$ cat config.mk
export PLATFORM = sky130hd
export DESIGN_NAME = coproc_cmd_issuer
export DESIGN_NICKNAME = d
export VERILOG_FILES = /design/src/rtl/coproc_cmd_issuer.sv
export SDC_FILE = /design/constraint.sdc
export NUM_CORES = 1
export LEC_CHECK = 0
export CORE_MARGIN = 2
export CORE_UTILIZATION = 30
export CTS_CLUSTER_DIAMETER = 40
export DETAILED_ROUTE_END_ITERATION = 16
export MAX_ROUTING_LAYER = met4
export PLACE_DENSITY_LB_ADDON = 0.15
export SYNTH_ARGS = -nofsm -noshare
export SYNTH_HDL_FRONTEND = slang
export SYNTH_SLANG_ARGS = --single-unit
$ cat constraint.sdc
create_clock -name clk -period 2 [get_ports clk]
set_clock_uncertainty 0.15 [all_clocks]
set_input_delay 0.3 -clock clk [delete_from_list [all_inputs] [get_ports clk]]
set_output_delay 0.3 -clock clk [all_outputs]
set_load 0.01 [all_outputs]
$ cat src/rtl/coproc_cmd_issuer.sv
// rtl/coproc_cmd_issuer.sv - host-side command issuer for the matrix coprocessor
// One command in flight: encode, strobe, wait for done or timeout, NOP gap, respond.
module coproc_cmd_issuer #(
  parameter int TIMEOUT_CYCLES = 64,
  parameter int GAP_CYCLES     = 1
) (
  input  logic        clk,
  input  logic        rst_n,
  input  logic        cmd_valid,
  output logic        cmd_ready,
  input  logic [2:0]  cmd_op,
  input  logic        cmd_sel,
  input  logic [2:0]  cmd_row,
  input  logic [2:0]  cmd_col,
  input  logic [7:0]  cmd_data,
  output logic [17:0] instruction,
  output logic        wr,
  input  logic [7:0]  cp_data,
  input  logic        cp_done,
  input  logic        cp_addr_err,
  input  logic        cp_ovf,
  output logic        rsp_valid,
  input  logic        rsp_ready,
  output logic [7:0]  rsp_data,
  output logic [2:0]  rsp_flags
);

  localparam logic [2:0] S_IDLE  = 3'd0;
  localparam logic [2:0] S_ISSUE = 3'd1;
  localparam logic [2:0] S_WAIT  = 3'd2;
  localparam logic [2:0] S_GAP   = 3'd3;
  localparam logic [2:0] S_RESP  = 3'd4;

  localparam logic [2:0] OP_NOP   = 3'd0;
  localparam logic [2:0] OP_LOAD  = 3'd1;
  localparam logic [2:0] OP_STORE = 3'd2;
  localparam logic [2:0] OP_MULE  = 3'd5;

  localparam logic [7:0]  C_TIMEOUT = 8'(TIMEOUT_CYCLES);
  localparam logic [15:0] C_GAP     = 16'(GAP_CYCLES);

  logic [2:0]  r_state;
  logic [2:0]  r_op;
  logic [17:0] r_instruction;
  logic        r_wr;
  logic        r_cmd_ready;
  logic        r_rsp_valid;
  logic [7:0]  r_rsp_data;
  logic [2:0]  r_rsp_flags;
  logic [7:0]  r_wait_cnt;
  logic [15:0] r_gap_cnt;
  logic [17:0] w_enc;
  logic        w_accept;

  assign w_accept = cmd_valid && r_cmd_ready;

  always_comb begin
    w_enc = '0;
    case (cmd_op)
      OP_NOP:   w_enc = '0;
      OP_LOAD:  w_enc = {9'd0, cmd_col, cmd_row, 3'b001};
      OP_STORE: w_enc = {cmd_data, cmd_col, cmd_row, cmd_sel, 3'b010};
      OP_MULE:  w_enc = {7'd0, cmd_data, 3'b101};
      default:  w_enc = {15'd0, cmd_op};
    endcase
  end

  always_ff @(posedge clk or negedge rst_n) begin
    if (!rst_n) begin
      r_state       <= S_IDLE;
      r_op          <= OP_NOP;
      r_instruction <= '0;
      r_wr          <= 1'b0;
      r_cmd_ready   <= 1'b0;
      r_rsp_valid   <= 1'b0;
      r_rsp_data    <= '0;
      r_rsp_flags   <= '0;
      r_wait_cnt    <= '0;
      r_gap_cnt     <= '0;
    end else begin
      case (r_state)
        S_IDLE: begin
          r_cmd_ready <= 1'b1;
          if (w_accept) begin
            r_cmd_ready <= 1'b0;
            r_op        <= cmd_op;
            r_rsp_data  <= '0;
            r_rsp_flags <= '0;
            if (cmd_op == OP_NOP) begin
              r_state     <= S_RESP;
              r_rsp_valid <= 1'b1;
            end else begin
              r_state       <= S_ISSUE;
              r_instruction <= w_enc;
              r_wr          <= (cmd_op == OP_STORE);
            end
          end
        end
        // A stale done from the previous command is ignored here.
        S_ISSUE: begin
          r_wr       <= 1'b0;
          r_wait_cnt <= 8'd1;
          r_state    <= S_WAIT;
        end
        S_WAIT: begin
          if (cp_done) begin
            r_rsp_data    <= (r_op == OP_LOAD) ? cp_data : 8'd0;
            r_rsp_flags   <= {1'b0, cp_ovf, cp_addr_err};
            r_instruction <= '0;
            r_gap_cnt     <= 16'd1;
            r_state       <= S_GAP;
          end else if (r_wait_cnt >= C_TIMEOUT) begin
            r_rsp_data    <= 8'd0;
            r_rsp_flags   <= {1'b1, cp_ovf, cp_addr_err};
            r_instruction <= '0;
            r_gap_cnt     <= 16'd1;
            r_state       <= S_GAP;
          end else if (r_wait_cnt != 8'hFF) begin
            r_wait_cnt <= r_wait_cnt + 8'd1;
          end
        end
        S_GAP: begin
          if (r_gap_cnt >= C_GAP) begin
            r_state     <= S_RESP;
            r_rsp_valid <= 1'b1;
          end else begin
            r_gap_cnt <= r_gap_cnt + 16'd1;
          end
        end
        S_RESP: begin
          if (rsp_ready) begin
            r_rsp_valid <= 1'b0;
            r_cmd_ready <= 1'b1;
            r_state     <= S_IDLE;
          end
        end
        default: begin
          r_state       <= S_IDLE;
          r_instruction <= '0;
          r_wr          <= 1'b0;
          r_cmd_ready   <= 1'b0;
          r_rsp_valid   <= 1'b0;
        end
      endcase
    end
  end

  assign cmd_ready   = r_cmd_ready;
  assign instruction = r_instruction;
  assign wr          = r_wr;
  assign rsp_valid   = r_rsp_valid;
  assign rsp_data    = r_rsp_data;
  assign rsp_flags   = r_rsp_flags;

endmodule
==> results of run 1 <==
==> layer usage <==
layer	wire length [µm]	vias up
li1	-	1142
met1	3210	1112
met2	3320	37
met3	219	9
met4	91	0
met5	0	-
==> power by group through the flow <==
| stage | sequential (µW) | clock [µW] | combinational (µW) |
|---|---|---|---|
| after floorplan | 1700 | 0 | 868 |
| after global placement | 1690 | 0 | 1700 |
| after detailed placement | 1690 | 0 | 1720 |
| after CTS | 1670 | 984 | 1740 |
| after global routing | 1710 | 1050 | 1930 |
| final | 1670 | 954 | 1760 |
==> through the flow <==
step	util, %	setup TNS (ns)	instance area (µm²)	total power (µW)	worst slack [ns]
floorplan	-	0	2790	2570	0.0384
global placement	41.8	-4.24	3830	3390	-0.250
detailed placement	41.8	-4.16	3830	3410	-0.245
CTS	44.5	0	4070	4390	0.00172
global route	45.0	-0.282	4120	4690	-0.126
finish	45.0	-0.00606	4120	4380	-0.00606
==> state kept, by name, summed over array words and instances (netlist names) <==
name	count
cmd_ready	1
instruction	18
r_gap_cnt	16
r_op	3
r_state	3
r_wait_cnt	8
rsp_data	8
rsp_flags	3
rsp_valid	1
wr	1
==> Yosys cell counts (3+ instances only) <==
library cell and count:
dfrtp_1 62, nand2_1 35, nor2_1 22, o21ai_0 18, a22o_1 17, nor2b_1 16
a21oi_1 9, a22oi_1 8, buf_2 5, ha_1 4, nand4_1 4, and2_1 3
clkbuf_1 3, nor4_1 3, xor2_1 3
==> worst paths after layout <==
path / startpoint / endpoint / slack, ns / cells past startpoint
hold reg to reg: instruction[17] / instruction[17] / 0.33 / 2
setup reg to reg: r_gap_cnt[1] / rsp_valid / -0.006 / 8
max in group asynchronous: rst_n / r_state[0] / 1.07 / 3
setup / recovery: r_gap_cnt[1] / rsp_valid / -0.006 / 8
min in group asynchronous: rst_n / rsp_flags[1] / 0.35 / 3
hold / removal: instruction[17] / instruction[17] / 0.33 / 2
==> kinds of logic after synthesis <==
family          share of synthesized area, %
flops                                   55.6
mux                                    0.762
xor+xnor                                1.57
fa+ha+maj                               1.79
simple gates                            19.7
buf+inv                                 2.69
compound gates                          17.9
==> area by class of cell <==
cell class	instances	area, µm²
clock inverter	6	38.8
fill	881	5040
sequential	62	1550
tap	111	139
multi-input combinational	182	1240
clock buffer	10	128
timing repair buffer	112	1010
inverter	2	7.51
==> timing repair <==
action,CTS,global route
endpoints found under the setup margin,3,6
buffers inserted,2,3
pin swaps,6,3
gates resized for setup,10,6
endpoints found under the hold margin,62,0
gates cloned,0,0
hold buffers,1,0
==> worst min-delay path, stage by stage, from the launching register on <==
cell and delay, ns:
dfrtp_1 0.34, nand2_1 0.04, o21ai_0 0.06
==> impl_metrics.toml, run 1 <==
[floorplanning]
rows = 35
die_h_um = 100
start_util_pct = 30.5
core_um2 = 9150
die_w_um = 100
die-area_um2 = 10100
pin_count = 65

[global_routing]
grt_max_degree = 63
track_usage_pct = 15.2
overflow = 0
grt_util_met3_pct = 3.12
antenna_found_initial = 0
top_usage_layer = "met2"
grt_pass1_vias = 2341
grt_pass1_wl_mm = 11.5
grt_use_met2_pct = 22.5
grt_use_met1_pct = 20.2

[setup_path]
crit_arrival_ns = 2.08
critPathSlowestCell = "dfrtp_1"
crit_type = "reg -> reg"
critical_path.top_delay_family = "simple AND/OR/NAND/NOR gates"
cp_cell_sequence = "inv_2, ha_4, nor4b_4, nand4_1, buf_4, nor2_4, a2111oi_4, mux2_2"
critPathBufInv = 2
slowest_delay_ns = 0.40
worstPathMaxFanout = 3
critPathRequiredTime_ns = 2.07
end_kind = "register"
start_kind = "register"

[pwr]
switchingPower_uw = 1530
internal_power_uw = 2860
power_density_nw_per_um2 = 1070
power_leakage_uw = 0.00181
pwr-share-clk_pct = 21.8
ir_drop_mv = 0.387
comb_power_share_pct = 40.1
switching_share_pct = 34.8
pwr-share-seq_pct = 38.2

[route]
dr_total_vias = 2300
dr.pass1.iters = 4
drtIter0Drc = 58
via_per_inst = 4.74
wire_per_inst_um = 14.1
routed_wl_mm = 6.84
drc = 0
ant_nets = 0

[timing]
max_slew_margin_pct = 77.8
layout_min_cycle_time_ns = 2.01
worstMarginPinSlew_ns = 0.333
clock.fmax_mhz = 498
layout_setup_ws_ns = -0.00606
setup_violations = 1
slew_viol_final = 0
finalHoldViolCount = 0
period_share_pct = 100
rsz0062_at_grt = "true"
whs_ns = 0.325

[synthesis]
synth-seq-area-share_pct = 55.6
synth_area_leaders = "dfrtp_1 56%, a22o_1 5.3%, nand2_1 4.7%"
synth_top_area_cell = "dfrtp_1"
ys_ff_latch = 62
synthesis.area_um2 = 2790
async_flop_share_pct = 100
synth.distinct_cells = 49
synth_enable_flop_cells = 0
yosys_most_used_dff = "dfrtp_1"
ys_warn_count = 0
synthDominantCellAreaShare_pct = 55.6
synth_cells = 258
syn_area_per_cell_um2 = 10.8
synthesis.nets = 295

[outcome]
outcome = "complete, but fails checks"
violations = "negative setup slack"

[clocking]
h-tree-depth = 3
cts-root-buf = "clkbuf_8"
cts_tree = "yes"
cts_max_path_buffers = 2
cts.clk_slew.worst_paths_ns = 0.08
clk_latency_ns = 0.34
numClockSinks = 62
cts_buffers = 9

[placed_design]
io_buffers = 64
place_congestion = 0.771
dp.cells = 463
hpwl_mm = 4.87

[final_layout]
mostFrequentLayoutCell = "clkdlybuf4s50_1"
syn_to_final_growth_pct = 47.4
final_cell_mix = "63 x clkdlybuf4s50_1, 61 x dfrtp_1, 46 x buf_4"
final_cells = 485
final_net_count = 406
drive_above_1_share_pct = 22.5
antenna_cells = 0

[run]
max_cap_viol_count = 0

[worst_hold_path]
worstHoldPathType = "reg -> reg"
Note: power is estimated with default switching activity, not from simulation.
==> run 2, diff against run 1 <==
- DONT_BUFFER_PORTS: unset -> 1
==> impl_metrics.toml, run 2 (synthesis results as in run 1) <==
[outcome]
outcome = "complete, no violations"

[pwr]
power_leakage_uw = 0.00159
switching_share_pct = 33.3
pwr-share-clk_pct = 30.0
ir_drop_mv = 0.393
pwr-share-seq_pct = 39.9
switchingPower_uw = 1440
power_density_nw_per_um2 = 1210
comb_power_share_pct = 30.1
power_uw = 4310
internal_power_uw = 2870

[global_routing]
overflow = 0
track_usage_pct = 14.1
grt_pass1_vias = 1978
grt_pass1_wl_mm = 10.5
antenna_found_initial = 0
grt_max_degree = 63

[floorplanning]
die_w_um = 100
pin_count = 65
start_util_pct = 30.5
rows = 35
die_h_um = 100
core_um2 = 9150
die-area_um2 = 10100

[final_layout]
largest_register_ffs = 18
mostFrequentLayoutCell = "dfrtp_1"
multiInputGateArea_um2 = 1200
final_cells = 417
syn_to_final_growth_pct = 27.2
final_net_count = 338
drive_above_1_share_pct = 18.0
final_cell_mix = "62 x dfrtp_1, 35 x nand2_1, 22 x nor2_1"
regArea_um2 = 1550
antenna_cells = 0
fillers = 906
fin_area_um2 = 3550

[route]
routed_wl_mm = 6.63
drc = 0
drtIter0Drc = 82
dr.pass1.iters = 4
via_per_inst = 4.98
wire_per_inst_um = 15.9
dr_total_vias = 2078
ant_nets = 0

[setup_path]
critPathLaunch = "r_gap_cnt[0]"
end_kind = "register"
r2r-start = "r_gap_cnt[0]"
crit_arrival_ns = 2.04
worstPathMaxFanout = 3
crit_type = "reg -> reg"
critPathRequiredTime_ns = 2.12
start_kind = "register"

[placed_design]
place_congestion = 0.810
io_buffers = 0
dp.cells = 378
dpl_cell_area_um2 = 3030
hpwl_mm = 4.55

[clocking]
cts_max_path_buffers = 2
cts.clk_slew.worst_paths_ns = 0.07
cts_buffers = 9
cts-root-buf = "clkbuf_8"
clk_latency_ns = 0.33
cts_tree = "yes"
numClockSinks = 62
h-tree-depth = 3

[timing]
max_slew_margin_pct = 68.5
worstMarginPinSlew_ns = 0.466
period_share_pct = 96.0
rsz0062_at_grt = "true"
finalSetupTns_ns = 0
clock.fmax_mhz = 521
layout_min_cycle_time_ns = 1.92
setup_violations = 0
slew_viol_final = 0
finalHoldViolCount = 0
whs_ns = 0.0334

[run]
max_cap_viol_count = 0

[worst_hold_path]
worstHoldPathType = "in -> reg"
hp-start = "cmd_data[0]"
[run 2: cell count changes in the layout (fill, tap and decap cells not counted), sizes merged]
cell and delta:
clkdlybuf4s50 -63, dlygate4sd3 +20, clkbuf +3, clkinvlp -2, bufinv +2, buf -25, clkinv -3
[run 2: worst paths after layout]
path / endpoint / slack, ns / cells after the start
max in group asynchronous: r_wait_cnt[1] / 1.08 / 2
worst min-delay path: instruction[3] / 0.03 / 2
worst max register to register: r_gap_cnt[10] / 0.08 / 8
worst max-delay path: r_gap_cnt[10] / 0.08 / 8
min in group asynchronous: rsp_flags[0] / 0.35 / 2
worst min register to register: r_gap_cnt[12] / 0.36 / 1
[run 2: routing by layer]
| layer | global-route usage [%] | up-vias | wire length (µm) |
|---|---|---|---|
| li1 | - | 1007 | - |
| met5 | - | - | 0 |
| met2 | 19.2 | 46 | 2930 |
| met4 | 7.27 | 0 | 112 |
| met3 | 4.09 | 8 | 373 |
| met1 | 19.0 | 1017 | 3220 |
[run 2: power groups by stage]
| stage | clock, µW | combinational (µW) | sequential, µW |
|---|---|---|---|
| after global placement | 0 | 1220 | 1750 |
| after floorplan | 0 | 868 | 1700 |
| after global routing | 1390 | 1440 | 1750 |
| final | 1290 | 1300 | 1720 |
| after CTS | 1330 | 1300 | 1720 |
| after detailed placement | 0 | 1220 | 1740 |
[run 2: what timing repair did]
item | 4_1_cts | 5_1_grt
setup buffers | 0 | 1
pin swaps | 0 | 6
endpoints found under the setup margin | 2 | 12
resized for setup | 2 | 5
endpoints found under the hold margin | 85 | 0
hold buffers | 22 | 0
[run 2: cell type report]
class | instances | area share [%]
inverters | 2 | 0.211
multi-input cells | 182 | 33.9
clock buffers | 13 | 4.76
clock inverters | 3 | 1.83
well taps | 111 | 3.91
flip-flops and latches | 62 | 43.7
repair buffers | 44 | 11.7
[run 2: critical path, stage by stage (launching register included)]
cell	delay (ns)
dfrtp_1	0.39
inv_1	0.07
ha_2	0.17
nor4b_4	0.19
nand4_1	0.14
buf_4	0.18
a2111oi_4	0.30
a41oi_1	0.15
nor2_1	0.10
[run 2: per-stage QoR]
step | util [%] | setup slack, ns
after global routing | 38.8 | -0.0755
final | 38.8 | 0.0798
after detailed placement | 33.2 | -0.0359
after floorplan | - | 0.0384
after CTS | 38.4 | 0.0230
after global placement | 33.2 | 0.00952
==> run 3, diff against run 2 <==
- SLEW_MARGIN: unset -> 20
==> results of run 3 <==
No change in the layout: final DEF, timing and power equal those of run 2.
